File: src/rtl/seg7_scan_pkg.sv
// Shared segment constants for the 7-segment display blocks.
// Patterns are {g,f,e,d,c,b,a}, active-low.
package seg7_scan_pkg;

    localparam logic [6:0] SEG_BLANK = 7'b1111111;

    localparam logic [6:0] SEG_HEX [16] = '{
        7'b1000000, 7'b1111001, 7'b0100100, 7'b0110000,
        7'b0011001, 7'b0010010, 7'b0000010, 7'b1111000,
        7'b0000000, 7'b0010000, 7'b0001000, 7'b0000011,
        7'b1000110, 7'b0100001, 7'b0000110, 7'b0001110
    };

endpackage

File: src/rtl/seg7_dec.sv
// Hex nibble to active-low segment pattern.
// Latency: combinational; no backpressure.
module seg7_dec
    import seg7_scan_pkg::*;
(
    input  logic [3:0] nib,
    output logic [6:0] seg_n
);

    assign seg_n = SEG_HEX[nib];

endmodule

File: src/rtl/seg7_scan.sv
// Multiplexed NDIG-digit 7-segment scanner with frame-synchronous double buffering and PWM brightness.
// Latency: outputs registered, 1 cycle behind cnt/idx; no backpressure, LOAD always accepted.
module seg7_scan
    import seg7_scan_pkg::*;
#(
    parameter int DIV  = 50000,
    parameter int NDIG = 8
)
(
    input  logic                CLK,
    input  logic                RST,
    input  logic                LOAD,
    input  logic [4*NDIG-1:0]   DATA,
    input  logic [NDIG-1:0]     DP,
    input  logic [NDIG-1:0]     BLANK,
    input  logic [2:0]          BRIGHT,
    output logic [6:0]          nSEG,
    output logic                nDP,
    output logic [NDIG-1:0]     nDIG,
    output logic                FRAME
);

    localparam int CW    = $clog2(DIV);
    localparam int IW    = (NDIG > 1) ? $clog2(NDIG) : 1;
    localparam int SLOT8 = DIV / 8;

    logic [CW-1:0]     cnt_q, cnt_d;
    logic [IW-1:0]     idx_q, idx_d;
    logic [4*NDIG-1:0] pend_data_q, pend_data_d, disp_data_q, disp_data_d;
    logic [NDIG-1:0]   pend_dp_q, pend_dp_d, disp_dp_q, disp_dp_d;
    logic [NDIG-1:0]   pend_blank_q, pend_blank_d, disp_blank_q, disp_blank_d;
    logic [6:0]        nseg_q, nseg_d;
    logic              ndp_q, ndp_d;
    logic [NDIG-1:0]   ndig_q, ndig_d;
    logic              frame_q, frame_d;

    logic              tick;
    logic              frame_end;
    logic              lit;
    logic [31:0]       on_len;
    logic [3:0]        cur_nib;
    logic [6:0]        cur_seg;

    seg7_dec u_dec (
        .nib   (cur_nib),
        .seg_n (cur_seg)
    );

    always_comb begin
        tick      = (cnt_q == CW'(DIV - 1));
        frame_end = tick && (idx_q == IW'(NDIG - 1));

        cnt_d = tick ? '0 : cnt_q + CW'(1);
        idx_d = idx_q;
        if (tick) begin
            idx_d = frame_end ? '0 : idx_q + IW'(1);
        end

        pend_data_d  = LOAD ? DATA  : pend_data_q;
        pend_dp_d    = LOAD ? DP    : pend_dp_q;
        pend_blank_d = LOAD ? BLANK : pend_blank_q;

        // A LOAD on the boundary cycle bypasses pending so that frame starts with it.
        disp_data_d  = disp_data_q;
        disp_dp_d    = disp_dp_q;
        disp_blank_d = disp_blank_q;
        if (frame_end) begin
            disp_data_d  = LOAD ? DATA  : pend_data_q;
            disp_dp_d    = LOAD ? DP    : pend_dp_q;
            disp_blank_d = LOAD ? BLANK : pend_blank_q;
        end

        on_len  = (32'(BRIGHT) + 32'd1) * 32'(SLOT8);
        lit     = (32'(cnt_q) < on_len) && !disp_blank_q[idx_q];
        cur_nib = disp_data_q[{idx_q, 2'b00} +: 4];

        ndig_d  = lit ? ~(NDIG'(1) << idx_q) : '1;
        nseg_d  = lit ? cur_seg : SEG_BLANK;
        ndp_d   = lit ? ~disp_dp_q[idx_q] : 1'b1;
        frame_d = frame_end;
    end

    always_ff @(posedge CLK or posedge RST) begin
        if (RST) begin
            cnt_q        <= '0;
            idx_q        <= '0;
            pend_data_q  <= '0;
            pend_dp_q    <= '0;
            pend_blank_q <= '1;
            disp_data_q  <= '0;
            disp_dp_q    <= '0;
            disp_blank_q <= '1;
            nseg_q       <= SEG_BLANK;
            ndp_q        <= 1'b1;
            ndig_q       <= '1;
            frame_q      <= 1'b0;
        end else begin
            cnt_q        <= cnt_d;
            idx_q        <= idx_d;
            pend_data_q  <= pend_data_d;
            pend_dp_q    <= pend_dp_d;
            pend_blank_q <= pend_blank_d;
            disp_data_q  <= disp_data_d;
            disp_dp_q    <= disp_dp_d;
            disp_blank_q <= disp_blank_d;
            nseg_q       <= nseg_d;
            ndp_q        <= ndp_d;
            ndig_q       <= ndig_d;
            frame_q      <= frame_d;
        end
    end

    assign nSEG  = nseg_q;
    assign nDP   = ndp_q;
    assign nDIG  = ndig_q;
    assign FRAME = frame_q;

endmodule

File: config.mk
export PLATFORM = sky130hd
export DESIGN_NAME = seg7_scan
export DESIGN_NICKNAME = d
export VERILOG_FILES = /design/src/rtl/seg7_scan_pkg.sv /design/src/rtl/seg7_dec.sv /design/src/rtl/seg7_scan.sv
export SDC_FILE = /design/constraint.sdc
export NUM_CORES = 1
export LEC_CHECK = 0
export CORE_ASPECT_RATIO = 1.5
export CORE_MARGIN = 10
export CORE_UTILIZATION = 55
export CTS_BUF_LIST = sky130_fd_sc_hd__clkbuf_8
export CTS_CLUSTER_SIZE = 20
export DETAILED_ROUTE_END_ITERATION = 7
export PLACE_DENSITY = 0.76
export SLEW_MARGIN = 40
export SYNTH_ARGS = -nofsm -noshare
export SYNTH_HDL_FRONTEND = slang
export SYNTH_SLANG_ARGS = --single-unit
File: constraint.sdc
create_clock -name CLK -period 4.5 [get_ports CLK]
set_input_delay 0.45 -clock CLK [delete_from_list [all_inputs] [get_ports CLK]]
set_output_delay 0.45 -clock CLK [all_outputs]
set_load 0.02 [all_outputs]
==> PnR_summary.wiki <==
{| class="wikitable"
! Metric !! Value
|-
| Core Rows || 48
|-
| Final count of pins violating max slew || 0
|-
| Number of violations of the max-capacitance limit || 0
|-
| Tightest Hold Check Type || reg -> reg
|-
| Most frequent cell after synthesis || sky130_fd_sc_hd__dfrtp_1
|-
| Horizontal die dimension || 109 µm
|-
| Global placement routability congestion || 0.902
|-
| Busiest grt layer || met2
|-
| Required time worst endpoint || 4850 ps
|-
| Critical path capture point type || flip-flop
|-
| Inserted Clock Buffers || 17
|-
| First DRT Iteration DRCs || 138
|-
| Average cell area after synthesis || 13.6 µm²
|-
| Routed via count || 4115
|-
| Buffers on Ports || 70
|-
| First-pass GRT wire length || 22.2 mm
|-
| Slew margin rel. || 47.3%
|-
| Layout cells sized above 1 || 36.4%
|-
| Clock slew seen by the registers of the worst setup and hold paths || 70 ps
|-
| Post-synthesis instance area || 6500 µm²
|-
| Vert. Die Dim || 153 µm
|-
| Routed wire length per instance || 18.4 µm
|-
| Total setup violations reported at the end of the flow || 0
|-
| Number of global-route vias before repair || 4551
|-
| Number of antenna violations at the first check in global routing || 0
|-
| Largest cells by area after synthesis || sky130_fd_sc_hd__dfrtp_1 (39%), sky130_fd_sc_hd__mux2_2 (16%), sky130_fd_sc_hd__dfstp_2 (13%)
|-
| Worst EP arrival || 4670 ps
|-
| Critical R2R Launch || idx_q[1]$_DFFE_PP0P_
|-
| Time the worst path needs with I/O delays and setup || 4330 ps
|-
| Total Negative Setup Slacks || 0 ps
|-
| Run status || completed
|-
| Net count after synthesis || 577
|-
| Top cell type by total area after synthesis || sky130_fd_sc_hd__dfrtp_1
|-
| YS warnings || 0
|-
| Antenna Violating Nets Remaining || 0
|-
| EDFF count, synth || 0
|-
| Global-route total usage across every layer || 16.8%
|-
| TritonCTS clock tree || yes
|-
| CTS Sinks || 132
|-
| Post-detail-place hpwl || 9.92 mm
|-
| Hold bufs inserted after CTS || 0
|-
| Filler Cells Inserted || 823
|-
| Fraction of registers with async set or reset after synthesis || 100%
|-
| Setup crit start || BRIGHT[0]
|-
| Total number of nets in the final design || 670
|-
| Top-area cell type share of the netlist area || 38.5%
|-
| Launching element type of the critical path || input port
|-
| Setup Crit Path Kind || in -> reg
|-
| Synthesized flop and latch total || 132
|-
| # IOs || 71
|-
| Transition at the pin with the smallest max-transition slack || 790 ps
|-
| Maximum fanout encountered on the critical timing path || 7
|-
| GRT met3 Usage || 3.45%
|-
| Cell types with the highest counts after synthesis || sky130_fd_sc_hd__dfrtp_1 (100), sky130_fd_sc_hd__mux2_2 (91), sky130_fd_sc_hd__ha_1 (44)
|-
| Area growth syn-to-layout || 23.0%
|-
| Critical hold path startpoint || cnt_q[0]$_DFF_PP0_
|-
| Total global routing overflow || 0
|-
| Number of distinct library cells after synthesis || 48
|-
| Instance count of the mapped netlist || 479
|-
| Met2 Resource Use GR || 30.7%
|-
| Ys flop type || sky130_fd_sc_hd__dfrtp_1
|-
| Achievable Freq || 231 MHz
|-
| Detailed-route vias per instance || 5.60
|-
| # H-tree levels || 4
|-
| Maximum number of pins on one net before global-route repair || 59
|-
| Share of the cycle needed by the critical path after routing || 96.2%
|-
| Buffer type at the clock tree root || sky130_fd_sc_hd__clkbuf_8
|-
| Effective utilization at floorplan || 56.3%
|-
| Total Wirelength || 13.5 mm
|-
| Share of synthesized area occupied by flip-flops and latches || 51.5%
|-
| Area of the core region || 11500 µm²
|-
| Later-pin clock latency in the skew report || 430 ps
|-
| Peak ir drop on the vdd network || 0.000273 V
|-
| Met1 usage || 18.1%
|-
| Count of TritonRoute iterations in the first routing pass || 4
|-
| Leakage power of the design || 3.63 nW
|-
| Clk buf depth || 2
|-
| Floorplan die area || 16700 µm²
|-
| Overall power consumption || 2.80 mW
|-
| Number of hold violations in the final report || 0
|-
| Pwr/cell area || 350 nW/µm²
|-
| Worst Skew || 10.4 ps
|-
| Inserted Diodes || 0
|-
| Remaining DRCs || 0
|}
-- worst max-delay path: stages --
cell                              delay (ps)
sky130_fd_sc_hd__clkdlybuf4s50_1         450
sky130_fd_sc_hd__ha_1                    250
sky130_fd_sc_hd__xnor2_2                 170
sky130_fd_sc_hd__inv_1                    90
sky130_fd_sc_hd__ha_1                    280
sky130_fd_sc_hd__ha_1                    310
sky130_fd_sc_hd__ha_1                    310
sky130_fd_sc_hd__and3_1                  160
sky130_fd_sc_hd__o311a_1                 270
sky130_fd_sc_hd__a2111oi_0               350
sky130_fd_sc_hd__o21ai_0                 180
sky130_fd_sc_hd__ha_1                    330
sky130_fd_sc_hd__and3_1                  200
sky130_fd_sc_hd__a21boi_0                140
sky130_fd_sc_hd__o32ai_2                 280
sky130_fd_sc_hd__buf_4                   180
sky130_fd_sc_hd__clkbuf_4                180
sky130_fd_sc_hd__nand3_1                  90
-- placed cells by master (no fill, tap or decap), types with 3 or more instances in the layout --
cell type and n:
sky130_fd_sc_hd__dfrtp_1 100, sky130_fd_sc_hd__mux2_2 91, sky130_fd_sc_hd__clkdlybuf4s50_1 69, sky130_fd_sc_hd__ha_1 43
sky130_fd_sc_hd__dfstp_2 32, sky130_fd_sc_hd__buf_4 22, sky130_fd_sc_hd__nand3_1 21, sky130_fd_sc_hd__clkbuf_8 20
sky130_fd_sc_hd__inv_1 18, sky130_fd_sc_hd__nor2_1 16, sky130_fd_sc_hd__xnor2_1 13, sky130_fd_sc_hd__nand2_1 12
sky130_fd_sc_hd__mux4_2 12, sky130_fd_sc_hd__xor2_1 10, sky130_fd_sc_hd__mux2_4 9, sky130_fd_sc_hd__and3_1 8
sky130_fd_sc_hd__o21ai_0 7, sky130_fd_sc_hd__mux2i_1 6, sky130_fd_sc_hd__a21oi_1 6, sky130_fd_sc_hd__bufinv_16 5
sky130_fd_sc_hd__a31oi_1 4, sky130_fd_sc_hd__nor3_1 4, sky130_fd_sc_hd__nand4_1 4, sky130_fd_sc_hd__and4_1 3
sky130_fd_sc_hd__nor2b_1 3, sky130_fd_sc_hd__a22oi_1 3, sky130_fd_sc_hd__a21o_1 3
-- area by class of cell --
cell class	count	area, µm²	area share [%]
clock inverters	12	185	2.32
repair buffers	93	875	10.9
inverters	17	66.3	0.830
well taps	150	188	2.35
flip-flops and latches	132	3340	41.8
multi-input cells	311	3060	38.3
clock buffers	20	275	3.45
-- report_power, final --
part | switching [mW] | internal (mW) | total, mW
clock | 0.438 | 0.696 | 1.13
sequential | 0.0242 | 1.27 | 1.30
combinational | 0.171 | 0.198 | 0.369
-- path summary, 6_finish.rpt --
path	endpoint	slack (ps)	cells past startpoint
min in group asynchronous	disp_dp_q[3]$_DFFE_PP0P_	490	2
setup reg to reg	nSEG[0]$_DFF_PP1_	1400	7
setup / recovery	nDIG[2]$_DFF_PP1_	170	18
hold reg to reg	cnt_q[0]$_DFF_PP0_	470	1
hold / removal	cnt_q[0]$_DFF_PP0_	470	1
max in group asynchronous	nSEG[3]$_DFF_PP1_	3110	3
-- logic make-up (layout without fill, tap and decap cells) --
group                      count (synthesis)  count (layout)  synth area share, %
xor gates and xnor gates                  24              24                 3.24
AOI/OAI and AO/OA                         33              33                 3.37
buffers and inverters                     36             142                 2.56
and+or+nand+nor                           90              90                 7.66
muxes                                    120             120                 23.2
DFF                                      132             132                 51.5
adders and majority gates                 44              44                 8.47
-- metal layers --
layer  up-vias  wire [µm]
met5         -          0
met4         0        311
met3        27        392
met2        81       7740
met1      2096       5100
li1       1911          -
-- per-stage QoR --
step	utilization (%)	instance area [µm²]	setup WS, ps	hold slack, ps	cells
4_1_cts	68.6	7910	109	467	733
5_1_grt	69.3	7990	-20.7	492	735
3_3_place_gp	64.6	7440	-195	439	701
6_report	69.3	7990	173	466	735
2_1_floorplan	-	6500	116	425	479
3_5_place_dp	64.6	7450	-331	457	701
-- timing repair --
item,in CTS,in global routing
gates resized for setup,0,10
setup endpoints to repair,0,16
buffers inserted,0,1
hold endpoints to repair,0,0
-- flip-flops by register name (all words and copies together), names as in the netlist --
name / flops
disp_data_q: 32
pend_data_q: 32
cnt_q: 16
disp_blank_q: 8
disp_dp_q: 8
nDIG: 8
pend_blank_q: 8
pend_dp_q: 8
nSEG: 7
idx_q: 3
FRAME: 1
nDP: 1
Note: power is estimated with default switching activity, not from simulation.
==> edit (same settings) <==
Put one more register stage on the output `nSEG`, cleared by the reset. The value now appears one clock later. The other outputs are not delayed to match.
--- a/src/rtl/seg7_scan.sv
+++ b/src/rtl/seg7_scan.sv
@@ -110,7 +110,13 @@
         end
     end
 
-    assign nSEG  = nseg_q;
+    always_ff @(posedge CLK or posedge RST) begin
+        if (RST) begin
+            nSEG <= '0;
+        end else begin
+            nSEG <= nseg_q;
+        end
+    end
     assign nDP   = ndp_q;
     assign nDIG  = ndig_q;
     assign FRAME = frame_q;
Behaviour: not the same (Yosys sat finds a counterexample within 4 cycles, from zero or initial values and one cycle with RST high).
==> edit against the original RTL <==
- worst setup slack better by 0.13 ns
- design area is 1.5% higher
- critical path depth stayed put
- cell count is 1.1% higher
- clock power is 6% lower
- wire length is 0.64% lower
- worst hold slack worse by 0.074 ns
- sequential cell count is 7 higher
- synthesized area is 3.0% higher
- via count is 0.41% lower
- power is 0.18% higher
- largest cell class unchanged
- highest routed layer unchanged
==> edit: results (changes against the original RTL) <==
- Leading registers by flop count: disp_data_q (32), pend_data_q (32), cnt_q (16) (unchanged)
- CP Max Fanout: 16 (was 7)
- Vias in the first global route: 4546 (was 4551)
- Wire length per cell after detailed routing: 18.1 um (was 18.4 um)
- Final net count: 675 (was 670)
- Total nets after synthesis: 585 (was 577)
- DR iter-0 viols: 174 (was 138)
- Largest net degree at the start of global routing: 78 (was 59)
- RePlAce Congestion: 0.827 (was 0.902)
- Reg-to-reg startpoint: idx_q[2]$_DFFE_PP0P_ (was idx_q[1]$_DFFE_PP0P_)
- WL met1: 5330 um (was 5100 um)
- Worst Hold Path EP: nSEG[2]$_DFF_PP0_ (was cnt_q[0]$_DFF_PP0_)
- Sw Ratio: 25.3% (was 22.6%)
- Syn. warnings: 0 (unchanged)
- Hold Startpoint: nseg_q[2]$_DFF_PP1_ (was cnt_q[0]$_DFF_PP0_)
- Routed length on met3: 576 um (was 392 um)
- Minimum hold slack: 0.393 ns (was 0.466 ns)
- P_seq: 1.37 mW (was 1.30 mW)
- Reg2Reg Setup Slack: 1.62 ns (was 1.40 ns)
- Worst Hold Class: flop to flop (unchanged)
- Slew headroom: 55.1% (was 47.3%)
- First-pass GRT wire length: 22500 um (was 22200 um)
- Register area share after synthesis: 52.6% (was 51.5%)
- Post-synthesis cell type count: 47 (was 48)
- Clk root buf: clkbuf_8 (unchanged)
- Clock Skew: 0.0104 ns (about the same)
- GRT Util Overall: 16.8% (about the same)
- Worst path arrival time: 4.54 ns (was 4.67 ns)
- Share of cells above drive strength 1: 34.7% (was 36.4%)
- Commonest cells in the netlist: 107 x dfrtp_1, 89 x mux2_2, 44 x ha_1 (was 100 x dfrtp_1, 91 x mux2_2, 44 x ha_1)
- CTS Hold Buffers Added: 0 (unchanged)
- Total CTS buffers: 17 (unchanged)
- Worst flop-to-flop path endpoint: nseg_q[3]$_DFF_PP1_ (was nSEG[0]$_DFF_PP1_)
- CP startpoint: BRIGHT[0] (unchanged)
- Post-CTS setup buffers: 0 (unchanged)
- HPWL Detailed: 9780 um (was 9920 um)
- Placed standard-cell area: 7660 um2 (was 7450 um2)
- Crit-path leading delay family: adder cells (unchanged)
- Pleak: 3.67 nW (was 3.63 nW)
- Initial antenna violation count: 0 (unchanged)
- Vias: 4098 (was 4115)
- Antenna diodes: 0 (unchanged)
- Port bufs: 70 (unchanged)
- Status: completed (unchanged)
- Peak VDD IR: 310 uV (was 273 uV)
- Slowest-stage cell, CP: clkdlybuf4s50_1 (unchanged)
- Dpl ws: -0.177 ns (was -0.331 ns)
- Max incr delay on CP: 0.51 ns (was 0.45 ns)
- Worst hold stages: 0 (was 1)
- Met2 routed wirelength: 7340 um (was 7740 um)
- Most common flop cell mapped by yosys: dfrtp_1 (unchanged)
- Cells taking the most area after synthesis: dfrtp_1 40%, mux2_2 15%, dfstp_2 13% (was dfrtp_1 39%, mux2_2 16%, dfstp_2 13%)
## edit: cell families after synthesis
group	count (synthesis)	share of synthesized area, %
mux	121	23.1
compound gates	31	3.09
fa+ha+maj	44	8.23
xor+xnor	24	3.14
buf+inv	35	2.39
simple gates	93	7.50
flops	139	52.6
## edit: worst max-delay path by stage
| stage | end | slack, ns | depth (start not counted) |
|---|---|---|---|
| after global placement | nseg_q[0]$_DFF_PP1_ | -0.009 | 18 |
| after CTS | nseg_q[0]$_DFF_PP1_ | 0.27 | 18 |
| after global routing | nseg_q[0]$_DFF_PP1_ | -0.03 | 18 |
| after detailed placement | nseg_q[0]$_DFF_PP1_ | -0.18 | 18 |
| after floorplan | FRAME$_DFF_PP0_ | 0.38 | 1 |
| final | nseg_q[0]$_DFF_PP1_ | 0.30 | 18 |
## edit: through the flow
step           power [mW]  cells  util, %
2_1_floorplan        1.61    487        -
3_3_place_gp         1.74    711     63.9
3_5_place_dp         1.76    711     64.0
4_1_cts              2.83    743     67.5
5_1_grt              2.93    743     67.8
6_report             2.80    743     67.8
## edit: per-layer routing
layer / GRT usage (%) / up-vias
li1: - / 1938
met1: 19.2 / 2049
met2: 29.7 / 96
met3: 3.35 / 15
met4: 6.03 / 0
met5: 0 / -
## edit: worst register-to-register path, delay by kind of cell (launching register included)
kind | cells | cell delay, ns
adder cells (fa/ha/maj) | 1 | 0.26
AND/OR/NAND/NOR | 1 | 0.10
buffers and inverters | 2 | 0.73
multiplexers | 3 | 0.96
flip-flops | 1 | 0.76
## edit: final cells by class
type	count	area, um2
Fill cell	910	3850
Clock inverter	15	184
Tap cell	153	191
Clock buffer	17	234
Timing Repair Buffer	89	853
Multi-Input combinational cell	313	3060
Sequential cell	139	3520
Inverter	17	68.8
